<file path="src/rtl/mux16_rr_sched_if.sv">
// Bundle for the 16-requester round-robin mux scheduler: requester side
// (req/data/ack) plus the downstream valid/ready channel and mux select.
interface mux16_rr_sched_if;
    logic [15:0] req;
    logic [15:0] data;
    logic [15:0] ack;
    logic [3:0]  select;
    logic        out_valid;
    logic        out_data;
    logic        out_ready;

    // master: requesters and consumer; slave: the scheduler itself
    modport master (
        output req,
        output data,
        output out_ready,
        input  ack,
        input  select,
        input  out_valid,
        input  out_data
    );

    modport slave (
        input  req,
        input  data,
        input  out_ready,
        output ack,
        output select,
        output out_valid,
        output out_data
    );
endinterface

</file>
<file path="src/rtl/mux16_rr_sched.sv">
// Round-robin scheduler sharing one 16:1 single-bit mux between 16 requesters,
// with up to BURST transfers per grant over a valid/ready handshake.

module mux_16 (
    input  logic [15:0] d,
    input  logic [3:0]  sel,
    output logic        y
);
    assign y = d[sel];
endmodule

module mux16_rr_sched #(
    parameter int unsigned BURST = 4
) (
    input  logic             clk,
    input  logic             rst,
    mux16_rr_sched_if.slave  bus
);
    typedef enum logic {
        ST_IDLE  = 1'b0,
        ST_GRANT = 1'b1
    } state_t;

    localparam logic [4:0] BURST_W = 5'(BURST);

    state_t      state_reg, state_next;
    logic [3:0]  ptr_reg, ptr_next;
    logic [3:0]  cnt_reg, cnt_next;
    logic [3:0]  select_reg, select_next;

    logic [31:0] req_dbl;
    logic [15:0] req_rot;
    logic [3:0]  found_idx;
    logic [3:0]  winner;
    logic [4:0]  cnt_inc;
    logic        out_valid;
    logic        fire;
    logic        req_sel;

    // Rotate so bit 0 of req_rot is channel ptr; lowest set bit wins.
    assign req_dbl = {bus.req, bus.req} >> ptr_reg;
    assign req_rot = req_dbl[15:0];

    always_comb begin
        found_idx = 4'd0;
        for (int i = 15; i >= 0; i--) begin
            if (req_rot[i]) begin
                found_idx = 4'(i);
            end
        end
    end

    assign winner    = ptr_reg + found_idx;
    assign out_valid = (state_reg == ST_GRANT);
    assign fire      = out_valid & bus.out_ready;
    assign req_sel   = bus.req[select_reg];
    assign cnt_inc   = {1'b0, cnt_reg} + 5'd1;

    always_ff @(posedge clk or negedge rst) begin
        if (!rst) begin
            state_reg  <= ST_IDLE;
            ptr_reg    <= 4'd0;
            cnt_reg    <= 4'd0;
            select_reg <= 4'd0;
        end else begin
            state_reg  <= state_next;
            ptr_reg    <= ptr_next;
            cnt_reg    <= cnt_next;
            select_reg <= select_next;
        end
    end

    always_comb begin
        state_next  = state_reg;
        ptr_next    = ptr_reg;
        cnt_next    = cnt_reg;
        select_next = select_reg;
        case (state_reg)
            ST_IDLE: begin
                if (|bus.req) begin
                    select_next = winner;
                    cnt_next    = 4'd0;
                    state_next  = ST_GRANT;
                end
            end
            ST_GRANT: begin
                if (fire) begin
                    cnt_next = cnt_inc[3:0];
                    if (!((cnt_inc < BURST_W) && req_sel)) begin
                        state_next = ST_IDLE;
                        ptr_next   = select_reg + 4'd1;
                    end
                end else if (!req_sel) begin
                    // Requester withdrew before its transfer: release without ack.
                    state_next = ST_IDLE;
                    ptr_next   = select_reg + 4'd1;
                end
            end
            default: begin
                state_next = ST_IDLE;
            end
        endcase
    end

    genvar gi;
    generate
        for (gi = 0; gi < 16; gi++) begin : g_ack
            assign bus.ack[gi] = fire && (select_reg == 4'(gi));
        end
    endgenerate

    assign bus.select    = select_reg;
    assign bus.out_valid = out_valid;

    mux_16 u_mux (
        .d   (bus.data),
        .sel (select_reg),
        .y   (bus.out_data)
    );
endmodule

</file>
<file path="src/flat_wrapper.sv">
// flat-port wrapper written by rule: the top's interface ports become plain ports
module mux16_rr_sched_flat 
#(
    parameter int unsigned BURST = 4
)
  (clk, rst, bus_req, bus_data, bus_out_ready, bus_ack, bus_select, bus_out_valid, bus_out_data);
  mux16_rr_sched_if bus_i ();
  input  logic clk;
  input  logic rst;
  input wire logic [$bits(bus_i.req)-1:0] bus_req;
  input wire logic [$bits(bus_i.data)-1:0] bus_data;
  input wire logic [$bits(bus_i.out_ready)-1:0] bus_out_ready;
  output wire logic [$bits(bus_i.ack)-1:0] bus_ack;
  output wire logic [$bits(bus_i.select)-1:0] bus_select;
  output wire logic [$bits(bus_i.out_valid)-1:0] bus_out_valid;
  output wire logic [$bits(bus_i.out_data)-1:0] bus_out_data;
  assign bus_i.req = bus_req;
  assign bus_i.data = bus_data;
  assign bus_i.out_ready = bus_out_ready;
  assign bus_ack = bus_i.ack;
  assign bus_select = bus_i.select;
  assign bus_out_valid = bus_i.out_valid;
  assign bus_out_data = bus_i.out_data;
  mux16_rr_sched #(.BURST(BURST)) u_core (.clk(clk), .rst(rst), .bus(bus_i));
endmodule
</file>
<file path="config.mk">
export PLATFORM = sky130hd
export DESIGN_NAME = mux16_rr_sched_flat
export DESIGN_NICKNAME = d
export VERILOG_FILES = /design/src/rtl/mux16_rr_sched_if.sv /design/src/rtl/mux16_rr_sched.sv /design/src/flat_wrapper.sv
export SDC_FILE = /design/constraint.sdc
export NUM_CORES = 1
export LEC_CHECK = 0
export ABC_CLOCK_PERIOD_IN_PS = 6030
export CAP_MARGIN = 20
export CORE_AREA = 3 3 70 72
export DETAILED_ROUTE_END_ITERATION = 10
export DIE_AREA = 0 0 73 75
export PLACE_DENSITY = 0.92
export SLEW_MARGIN = 20
export SYNTH_ARGS = -nofsm -noshare
export SYNTH_HDL_FRONTEND = slang
export SYNTH_SLANG_ARGS = --single-unit
</file>
<file path="constraint.sdc">
create_clock -name clk -period 6.03 [get_ports clk]
set_input_delay 0.603 -clock clk [delete_from_list [all_inputs] [get_ports clk]]
set_output_delay 0.603 -clock clk [all_outputs]
set_load 0.02 [all_outputs]
</file>
==> results.cfg <==
[run_status]
status = completed

[timing]
fin_hold_ws_ns = 0.573
fin_crit_sh = 0.756
relSlewSlack = 0.456
period_minus_slack_ns = 4.56
fin_skew_ns = 0.000392
tightest_slew_ns = 0.815
rsz0062_at_grt = no
setup_violations = 0
slew_viol_final = 0
finalHoldViolCount = 0
max_freq_mhz = 219
finalSetupTns_ns = 0

[yosys]
synth_nets = 271
yosys_warnings = 0
synthTopCellsByArea = mux4_2 26%, dfrtp_1 15%, mux2_2 9.4%
synthTopCellsByCount = 26 x nand2_1, 25 x mux4_2, 19 x nor2_1, 18 x mux2_2, 14 x o21ai_0
postSynthAreaPerCell_sq_um = 9.49
ys_seq_area_frac = 0.151
synthCells = 227
synth_top_area_cell = mux4_2
synth_top_area_frac = 0.261
synth_most_common_cell = nand2_1
ys.flop_type = dfrtp_1
async_reset_ff_frac = 1.00
syn_area_sq_mm = 0.00215
synth_edf_count = 0
ys_seq_elements = 13
synth_cell_types = 45

[cells_and_area]
fin_nets = 319
stdcell_count = 326
num_antenna_cells = 0
area_growth_pct = 28.4
drive_above_1_share = 0.182

[worst_setup_path]
crit_slowest_cell = a222oi_1
cp-start-kind = register
path_max_fanout = 14
arrival_ns = 4.71
end_kind = register
critical_path_class = register to register
cp_top_family = compound AO/OA/AOI/OAI gates
max_stage_delay_ns = 0.65
cp_data_required_time_ns = 6.18
critPathBufInv = 1
crit_chain = buf_4, mux4_1, a222oi_1, nand4_1, a211oi_1, o211ai_1, a31oi_1, ha_1, a21o_1, a21oi_1, xnor2_1, nand2b_1, a2111o_1, o221ai_1

[cts]
clkSlewWorstSetupHoldPaths_ns = 0.06
ctsResizeCount = 0
root_buffer = clkbuf_8
clkSinkCount = 13
cts_buffers = 3
post_cts_buffers = 0
cts.htree.levels = 1
cts_tree = yes
worstSkewPairLatency_ns = 0.24
hold_buffers = 0
cts_buffer_depth = 2

[drt]
vias = 2200
routed_wl_um = 6500
drtIter0Drc = 240
dr.pass1.iters = 5
antenna_left = 0
avgViaCountPerCell = 6.75
drc = 0
post_drt_wl_per_cell_um = 19.9

[power_and_ir_drop]
swShare = 0.497
p_int_uw = 726
p_per_area_mw_per_mm2 = 522
p_switching_uw = 719
leakage_nw = 1.01
ir_drop_v = 0.000362
comb_power_share = 0.758
pwr-share-clk = 0.055
sequentialPowerShare = 0.187

[grt]
grt_max_degree = 21
antenna_found_initial = 0
grt_pass1_wl_um = 11000
first_global_vias = 2309
grt_overflow = 0
grt.total_usage = 0.254

[placed_design]
gp_congestion = 0.912
dpl.cell_count = 322
io_buffers = 56
dp_hpwl_um = 5010

[floorplanning]
start_util = 0.495
num_rows = 24
ios = 57
core_area_sq_mm = 0.00435
die_height_um = 75
dieArea_sq_mm = 0.00548
die_w_um = 73

[run]
cap_violations = 0

[worst_hold_path]
min_path_type = register to register
==> cell usage in the layout, fill, tap and decap left out, types with 4 or more instances in the layout <==
master / instances
nor3_1: 12
clkdlybuf4s50_1: 56
dfrtp_1: 13
mux4_2: 25
o21ai_0: 14
nor4_1: 4
nand2_1: 26
nand2b_1: 4
nand3_1: 5
xnor2_1: 4
o211ai_1: 4
ha_1: 8
mux2_2: 18
nand4_1: 4
nor2_1: 19
mux2i_1: 9
inv_1: 4
a21oi_1: 6
==> kinds of logic after synthesis <==
| kind of cell | share of synthesized area |
|---|---|
| and+or+nand+nor | 0.184 |
| muxes | 0.416 |
| AOI/OAI and AO/OA | 0.137 |
| buffers and inverters | 0.0395 |
| DFF | 0.151 |
| adders and majority gates | 0.0558 |
| xor gates and xnor gates | 0.0163 |
==> power groups by stage <==
stage	Sequential (mW)	Combinational, mW	Clock (mW)
after floorplan	0.185	0.884	0
after global placement	0.262	1.04	0
after detailed placement	0.269	1.07	0
after CTS	0.268	1.08	0.0784
after global routing	0.283	1.20	0.0838
final	0.270	1.10	0.0791
==> layer usage <==
metal | GRT usage | wire length (um) | part of all wire
met1 | 0.337 | 2570 | 0.40
met2 | 0.433 | 3270 | 0.50
met3 | 0.0387 | 562 | 0.086
met4 | 0.0717 | 99 | 0.015
met5 | 0 | 0 | 0
==> final timing paths <==
kind | from | end | slack, ns | cells after the start
worst max register to register | u_core.ptr_reg[0] | u_core.bus.select[3] | 1.47 | 14
max in group asynchronous | rst | u_core.bus.out_valid | 4.86 | 1
min in group asynchronous | rst | u_core.cnt_reg[1] | 0.76 | 1
worst min-delay path | u_core.cnt_reg[3] | u_core.cnt_reg[3] | 0.57 | 1
worst max-delay path | u_core.ptr_reg[0] | u_core.bus.select[3] | 1.47 | 14
worst min register to register | u_core.cnt_reg[3] | u_core.cnt_reg[3] | 0.57 | 1
==> per-stage QoR <==
stage / instance area, sq um / power (mW) / utilization / setup WS, ns
4_1_cts: 2770 / 1.43 / 0.635 / 1.55
5_1_grt: 2770 / 1.57 / 0.635 / 1.17
2_1_floorplan: 2150 / 1.07 / - / 2.43
3_3_place_gp: 2720 / 1.30 / 0.625 / 1.74
3_5_place_dp: 2720 / 1.34 / 0.625 / 1.51
6_report: 2770 / 1.45 / 0.635 / 1.47
==> final cells by class <==
cell class	instances	area [sq um]
flip-flops and latches	13	325
well taps	52	65.1
multi-input cells	195	1740
repair buffers	57	568
inverters	5	18.8
clock buffers	4	45.0
fillers	319	1590
(Power assumes the default switching activity.)
